### src/rtl/id_ex_alu_feed.sv
// id_ex_alu_feed: ID/EX register with MIPS-to-ALU decode, operand select and EX/MEM, MEM/WB forwarding.
module id_ex_alu_feed #(
    parameter int N = 32,
    parameter int CNT_W = 32
) (
    input  logic             clk,
    input  logic             reset,
    input  logic             enable,
    input  logic             stall,
    input  logic             flush,
    input  logic             id_valid,
    input  logic [31:0]      instruction,
    input  logic [N-1:0]     rs_data,
    input  logic [N-1:0]     rt_data,
    input  logic             ex_mem_reg_write,
    input  logic [4:0]       ex_mem_dest,
    input  logic [N-1:0]     ex_mem_result,
    input  logic             mem_wb_reg_write,
    input  logic [4:0]       mem_wb_dest,
    input  logic [N-1:0]     mem_wb_result,
    output logic [3:0]       alu_op_code,
    output logic [N-1:0]     operand1,
    output logic [N-1:0]     operand2,
    output logic [N-1:0]     store_data,
    output logic [4:0]       dest_reg,
    output logic             reg_write,
    output logic             mem_read,
    output logic             mem_write,
    output logic             mem_to_reg,
    output logic             branch_eq,
    output logic             branch_ne,
    output logic             valid,
    output logic             illegal,
    output logic [CNT_W-1:0] retired_count
);
    localparam logic [3:0] SLL = 4'd0, SRL = 4'd1, SRA = 4'd2, ADD = 4'd3, SUB = 4'd4;
    localparam logic [3:0] AND = 4'd5, OR = 4'd6, XOR = 4'd7, NOR = 4'd8, SLT = 4'd9;
    logic [5:0] opc, funct;
    logic [4:0] rs, rt, rd;
    logic [N-1:0] shamt_ext, imm_sext, imm_zext;
    logic d_ok, d_op1_rs, d_op2_rt, d_rw, d_mr, d_mw, d_m2r, d_beq, d_bne;
    logic [3:0] d_op;
    logic [4:0] d_dest;
    logic [N-1:0] d_c1, d_c2;
    logic take, bad;
    logic op1_rs_r, op2_rt_r;
    logic [4:0] rs_idx_r, rt_idx_r;
    logic [N-1:0] rs_val_r, rt_val_r, c1_r, c2_r, fwd_rs, fwd_rt;
    assign opc = instruction[31:26];
    assign rs = instruction[25:21];
    assign rt = instruction[20:16];
    assign rd = instruction[15:11];
    assign funct = instruction[5:0];
    assign shamt_ext = {{(N-5){1'b0}}, instruction[10:6]};
    assign imm_sext = {{(N-16){instruction[15]}}, instruction[15:0]};
    assign imm_zext = {{(N-16){1'b0}}, instruction[15:0]};
    always_comb begin
        d_ok = 1'b1;
        d_op = ADD;
        d_op1_rs = 1'b1;
        d_op2_rt = 1'b1;
        d_c1 = '0;
        d_c2 = '0;
        d_dest = rt;
        d_rw = 1'b1;
        d_mr = 1'b0;
        d_mw = 1'b0;
        d_m2r = 1'b0;
        d_beq = 1'b0;
        d_bne = 1'b0;
        case (opc)
            6'h00: begin
                d_dest = rd;
                case (funct)
                    6'h00: begin d_op = SLL; d_op1_rs = 1'b0; d_c1 = shamt_ext; end
                    6'h02: begin d_op = SRL; d_op1_rs = 1'b0; d_c1 = shamt_ext; end
                    6'h03: begin d_op = SRA; d_op1_rs = 1'b0; d_c1 = shamt_ext; end
                    6'h04: d_op = SLL;
                    6'h06: d_op = SRL;
                    6'h07: d_op = SRA;
                    6'h20, 6'h21: d_op = ADD;
                    6'h22, 6'h23: d_op = SUB;
                    6'h24: d_op = AND;
                    6'h25: d_op = OR;
                    6'h26: d_op = XOR;
                    6'h27: d_op = NOR;
                    6'h2A: d_op = SLT;
                    6'h08: d_rw = 1'b0;
                    default: d_ok = 1'b0;
                endcase
            end
            6'h08, 6'h09: begin d_op2_rt = 1'b0; d_c2 = imm_sext; end
            6'h0A: begin d_op = SLT; d_op2_rt = 1'b0; d_c2 = imm_sext; end
            6'h0C: begin d_op = AND; d_op2_rt = 1'b0; d_c2 = imm_zext; end
            6'h0D: begin d_op = OR; d_op2_rt = 1'b0; d_c2 = imm_zext; end
            6'h0E: begin d_op = XOR; d_op2_rt = 1'b0; d_c2 = imm_zext; end
            6'h0F: begin d_op = SLL; d_op1_rs = 1'b0; d_c1 = N'(16); d_op2_rt = 1'b0; d_c2 = imm_zext; end
            6'h23: begin d_op2_rt = 1'b0; d_c2 = imm_sext; d_mr = 1'b1; d_m2r = 1'b1; end
            6'h2B: begin d_op2_rt = 1'b0; d_c2 = imm_sext; d_mw = 1'b1; d_rw = 1'b0; end
            6'h04: begin d_op = SUB; d_beq = 1'b1; d_rw = 1'b0; end
            6'h05: begin d_op = SUB; d_bne = 1'b1; d_rw = 1'b0; end
            default: d_ok = 1'b0;
        endcase
        d_rw = d_rw && (d_dest != 5'd0);
    end
    // An unrecognised instruction still loads a bubble, only flagged as illegal
    assign take = !flush && !stall && id_valid && d_ok;
    assign bad = !flush && !stall && id_valid && !d_ok;
    always_ff @(posedge clk or posedge reset) begin
        if (reset) begin
            valid <= 1'b0;
            illegal <= 1'b0;
            alu_op_code <= ADD;
            op1_rs_r <= 1'b0;
            op2_rt_r <= 1'b0;
            c1_r <= '0;
            c2_r <= '0;
            rs_idx_r <= '0;
            rt_idx_r <= '0;
            rs_val_r <= '0;
            rt_val_r <= '0;
            dest_reg <= '0;
            reg_write <= 1'b0;
            mem_read <= 1'b0;
            mem_write <= 1'b0;
            mem_to_reg <= 1'b0;
            branch_eq <= 1'b0;
            branch_ne <= 1'b0;
            retired_count <= '0;
        end else if (enable) begin
            valid <= take;
            illegal <= bad;
            alu_op_code <= take ? d_op : ADD;
            op1_rs_r <= take && d_op1_rs;
            op2_rt_r <= take && d_op2_rt;
            c1_r <= take ? d_c1 : '0;
            c2_r <= take ? d_c2 : '0;
            rs_idx_r <= take ? rs : '0;
            rt_idx_r <= take ? rt : '0;
            rs_val_r <= take ? rs_data : '0;
            rt_val_r <= take ? rt_data : '0;
            dest_reg <= take ? d_dest : '0;
            reg_write <= take && d_rw;
            mem_read <= take && d_mr;
            mem_write <= take && d_mw;
            mem_to_reg <= take && d_m2r;
            branch_eq <= take && d_beq;
            branch_ne <= take && d_bne;
            retired_count <= retired_count + CNT_W'(take);
        end
    end
    // Register 0 never forwards, so bubbles (indices cleared) always read zero data
    assign fwd_rs = (ex_mem_reg_write && ex_mem_dest != 5'd0 && ex_mem_dest == rs_idx_r) ? ex_mem_result :
                    (mem_wb_reg_write && mem_wb_dest != 5'd0 && mem_wb_dest == rs_idx_r) ? mem_wb_result : rs_val_r;
    assign fwd_rt = (ex_mem_reg_write && ex_mem_dest != 5'd0 && ex_mem_dest == rt_idx_r) ? ex_mem_result :
                    (mem_wb_reg_write && mem_wb_dest != 5'd0 && mem_wb_dest == rt_idx_r) ? mem_wb_result : rt_val_r;
    assign operand1 = op1_rs_r ? fwd_rs : c1_r;
    assign operand2 = op2_rt_r ? fwd_rt : c2_r;
    assign store_data = fwd_rt;
endmodule

### config.mk
export PLATFORM = sky130hd
export DESIGN_NAME = id_ex_alu_feed
export DESIGN_NICKNAME = d
export VERILOG_FILES = /design/src/rtl/id_ex_alu_feed.sv
export SDC_FILE = /design/constraint.sdc
export NUM_CORES = 1
export LEC_CHECK = 0
export BUFFER_PORTS_ARGS = -buffer_cell sky130_fd_sc_hd__buf_4
export CAP_MARGIN = 5
export CORE_AREA = 3 3 129 131
export DETAILED_ROUTE_END_ITERATION = 8
export DIE_AREA = 0 0 132 134
export PLACE_DENSITY_LB_ADDON = 0.1
export SETUP_SLACK_MARGIN = 0.3
export SLEW_MARGIN = 20
export SYNTH_ARGS = -nofsm -noshare
export SYNTH_HDL_FRONTEND = slang
export SYNTH_SLANG_ARGS = --single-unit
### constraint.sdc
create_clock -name clk -period 9.4 [get_ports clk]
set_input_delay 0.94 -clock clk [delete_from_list [all_inputs] [get_ports clk]]
set_output_delay 0.94 -clock clk [all_outputs]
set_load 0.02 [all_outputs]
==> results.md <==
STA:
- The number of max-slew violations in the final report is 0.
- The final critical path takes up 53.3% of the cycle.
- At the pin with the least slew margin, the transition time is 1.15 ns.
- Adding up every negative setup slack in the final design gives 0 ns.
- The final worst-path setup slack is 4.39 ns.
- For this run, the top clock speed supported by timing is 200 MHz.
- The worst pin sits at a relative slew slack of 23.3%.
- The number of hold-slack violations in the final timing report is 0.
- The final critical-path required period is 5.01 ns.
- The total setup violations reported at the end of the flow is 0.
- Across the routed clock network, the largest skew measured is 0.00489 ns.
- Setup repair after global routing left no endpoint under its margin.

Global route:
- The met1 usage in global routing is 41.0%.
- After global routing, the most crowded layer is met2.
- The first global-routing pass estimated 43.8 mm of wire.
- The via count of the first global-routing pass is 7774.
- Across every metal layer, demand over resource in global routing totals 31.1%.
- The remaining global-route overflow is 0.
- The met3 layer usage reported by global route is 6.15%.
- The fraction of met2 tracks used by global routing is 50.5%.
- The initial antenna violation count came to 0.
- The largest net degree at the start of global routing is 111.

Die:
- The number of I/O pins is 323.
- The row count is 46.
- The total die area is 0.0177 mm2.
- The core region is 0.0157 mm2.
- From bottom edge to top edge, the die measures 134 um.
- The floorplan die width is 132 um.
- The initial utilization of the core area, before any placement, comes to 52.5%.

Logic synthesis:
- The number of distinct library cells after synthesis is 55.
- For this run, the leading register cell type out of synthesis is sky130_fd_sc_hd__dfrtp_1.
- The post-synthesis instance area is 0.00826 mm2.
- Sequential elements use 44.3% of the synthesized area.
- The number of nets in the synthesized netlist is 1013.
- Counting every instance in the synthesized netlist gives 832.
- The synthesized area per cell is 9.92 um2.
- Synthesis inferred 146 register bits.
- The total number of yosys warnings is 0.
- The share of async-settable or async-resettable flops after synthesis is 100%.
- The count of flip-flops with a built-in enable after synthesis is 0.

Worst setup path:
- The flop-to-flop setup slack is 7.27 ns.
- The required time of the critical path is 8.46 ns.
- The worst setup path is captured at an output pin.
- The type of element launching the critical path is an input port.
- The critical path data arrival time is 4.07 ns.
- The worst-path maximum fanout is 65.
- The critical path is of the in -> out type.

Final layout:
- The cell area after layout is 0.0113 mm2.
- The number of filler cells placed in the layout is 1216.
- The number of antenna diodes in the final layout is 0.
- In the final layout, flip-flops and latches occupy 0.00366 mm2.
- In the final layout, the registers with the most flip-flops are retired_count: 32 flops, rs_val_r: 32 flops, rt_val_r: 32 flops.
- The end-of-flow core utilization is 72.0%.
- From synthesis to final layout, the design area changed by 36.9%.
- Cells with a size suffix above 1 make up 33.9% of the layout.
- The number of nets in the final layout is 1289.
- The area occupied by multi-input gates is 0.00424 mm2.

Hold path:
- The worst hold path class is reg -> reg.

Clock tree:
- The clock tree from TritonCTS is done.
- The CTS H-tree depth is 4.
- Once the clock tree was built, the setup fixing pass inserted 0 buffers.
- The clock drives 146 sinks.
- For this design, the CTS-stage hold fixing added 0 buffers.
- Clock-pin slew was measured on the worst setup and hold paths at 0.06 ns.
- The clock tree root buffer cell is sky130_fd_sc_hd__clkbuf_16.
- TritonCTS created 17 clock buffers.
- The number of buffers on the longest clock path is 2.
- The number of gates given a new drive strength after cts is 0.
- For the worst-skew pair, the clock arrives at the later sink with an insertion delay of 0.42 ns.

Placement:
- The final HPWL from detailed placement is 19.9 mm.
- After detailed placement, the total cell area comes to 0.0107 mm2.
- The worst setup slack after placement is 4.49 ns.
- The final RePlAce weighted congestion is 0.929.
- The count of buffers added on input and output ports is 322.

Routing:
- The final layout contains routed wiring with a total length of 28.1 mm.
- After detailed routing, the number of remaining DRC violations is 0.
- After detailed routing, the average wire length per cell comes to 21.0 um.
- Across all layers, the routed design uses 8027 vias.
- The number of nets still failing antenna checks after routing is 0.
- The number of iterations in the first detailed-routing pass is 5.
- The count of routing violations after the opening detailed-route iteration is 573.
- Using the TritonRoute via totals, the vias-per-cell ratio works out to 6.00.

Power:
- Power spread over the standard cell area amounts to 136 mW/mm2.
- The completed layout was analyzed and its total power is 1.54 mW.
- VDD sags by at most 0.130 mV.
- The static leakage is 5.23 nW.

Job:
- Max-cap violations in this run came to 0.

Status:
- The run finished with clean final reports.
==> cells in the mapped netlist (2+ instances only) <==
cell type	instances	area, um2
sky130_fd_sc_hd__o2bb2ai_1	10	87.6
sky130_fd_sc_hd__nand4b_1	2	17.5
sky130_fd_sc_hd__mux2_2	2	22.5
sky130_fd_sc_hd__nor2_1	52	195
sky130_fd_sc_hd__buf_6	7	78.8
sky130_fd_sc_hd__o21ai_0	72	360
sky130_fd_sc_hd__ha_1	3	37.5
sky130_fd_sc_hd__nor2b_1	23	144
sky130_fd_sc_hd__buf_2	17	85.1
sky130_fd_sc_hd__nor3_1	9	45.0
sky130_fd_sc_hd__xnor2_1	41	359
sky130_fd_sc_hd__a31oi_1	37	231
sky130_fd_sc_hd__clkbuf_1	42	158
sky130_fd_sc_hd__nand4_1	13	81.3
sky130_fd_sc_hd__a2bb2oi_1	5	43.8
sky130_fd_sc_hd__and4_1	3	26.3
sky130_fd_sc_hd__a22o_1	94	823
sky130_fd_sc_hd__nand3_1	17	85.1
sky130_fd_sc_hd__inv_1	8	30.0
sky130_fd_sc_hd__a32o_1	6	60.1
sky130_fd_sc_hd__nor3b_1	2	15.0
sky130_fd_sc_hd__nand2_1	26	97.6
sky130_fd_sc_hd__and3_1	3	18.8
sky130_fd_sc_hd__or4_1	5	37.5
sky130_fd_sc_hd__nor4b_1	3	26.3
sky130_fd_sc_hd__or3_1	3	18.8
sky130_fd_sc_hd__nor4_1	2	12.5
sky130_fd_sc_hd__dfrtp_1	144	3600
sky130_fd_sc_hd__dfstp_2	2	52.6
sky130_fd_sc_hd__mux2i_1	72	721
sky130_fd_sc_hd__xor2_1	10	87.6
sky130_fd_sc_hd__a21oi_1	67	335
sky130_fd_sc_hd__buf_1	6	22.5
sky130_fd_sc_hd__nand2b_1	3	18.8
==> critical path: stages <==
cell and delay (ns):
sky130_fd_sc_hd__buf_4 0.12, sky130_fd_sc_hd__or4_1 0.51, sky130_fd_sc_hd__o21ai_0 0.29, sky130_fd_sc_hd__or3_2 0.18
sky130_fd_sc_hd__buf_4 0.50, sky130_fd_sc_hd__nand2_1 0.79, sky130_fd_sc_hd__o21ai_0 0.45, sky130_fd_sc_hd__buf_4 0.20
==> final timing paths <==
check                                              start                             to  cells after the start
setup reg to reg            retired_count[0]$_DFFE_PP0P_  retired_count[21]$_DFFE_PP0P_                      6
hold / removal             retired_count[31]$_DFFE_PP0P_  retired_count[31]$_DFFE_PP0P_                      1
min in group asynchronous                          reset       rt_val_r[23]$_DFFE_PP0P_                      2
setup / recovery                          ex_mem_dest[1]                   operand2[30]                      8
max in group asynchronous                          reset       rt_val_r[20]$_DFFE_PP0P_                      3
hold reg to reg            retired_count[31]$_DFFE_PP0P_  retired_count[31]$_DFFE_PP0P_                      1
==> placed cells by master (no fill, tap or decap), types with 4 or more instances in the layout <==
cell type                   instances
sky130_fd_sc_hd__buf_4            329
sky130_fd_sc_hd__dfrtp_1          143
sky130_fd_sc_hd__a22o_1            94
sky130_fd_sc_hd__mux2i_1           72
sky130_fd_sc_hd__o21ai_0           72
sky130_fd_sc_hd__a21oi_1           67
sky130_fd_sc_hd__nor2_1            52
sky130_fd_sc_hd__xnor2_1           41
sky130_fd_sc_hd__a31oi_1           37
sky130_fd_sc_hd__nand2_1           26
sky130_fd_sc_hd__nor2b_1           22
sky130_fd_sc_hd__nand3_1           17
sky130_fd_sc_hd__clkbuf_16         17
sky130_fd_sc_hd__nand4_1           13
sky130_fd_sc_hd__o2bb2ai_1         10
sky130_fd_sc_hd__xor2_1            10
sky130_fd_sc_hd__nor3_1             7
sky130_fd_sc_hd__inv_1              6
sky130_fd_sc_hd__a32o_1             6
sky130_fd_sc_hd__a2bb2oi_1          5
sky130_fd_sc_hd__inv_6              5
sky130_fd_sc_hd__or4_1              4
sky130_fd_sc_hd__clkinv_4           4
==> metal layers <==
| layer | vias up | share of wire (%) |
|---|---|---|
| met5 | - | 0 |
| met4 | 0 | 3.8 |
| met3 | 67 | 6.8 |
| met2 | 404 | 48 |
| met1 | 3875 | 41 |
| li1 | 3681 | - |
==> layout make-up <==
cell class | count | share of cell area [%]
multi-input combinational | 605 | 37.5
sequential | 146 | 32.3
timing repair buffer | 330 | 21.9
clock buffer | 19 | 3.92
tap | 216 | 2.39
clock inverter | 13 | 1.55
inverter | 8 | 0.321
==> metrics by stage <==
step	instances	hold WS, ns
after floorplan	832	0.455
after global placement	1305	0.461
after detailed placement	1305	0.465
after CTS	1337	0.481
after global routing	1337	0.500
final	1337	0.477
==> where the power goes <==
group	leakage [nW]	total, mW	internal [mW]	switching, mW
logic	2.92	0.181	0.0869	0.0939
clock network	0.295	0.713	0.430	0.283
registers	2.02	0.650	0.638	0.0118
total	5.23	1.54	1.15	0.388
==> cells by family after synthesis <==
logic type / share of synthesized area (%)
AOI/OAI and AO/OA: 25.3
and+or+nand+nor: 11.0
DFF: 44.3
buffers and inverters: 4.62
muxes: 9.00
xor gates and xnor gates: 5.41
adders and majority gates: 0.455
Note: power is estimated with default switching activity, not from simulation.
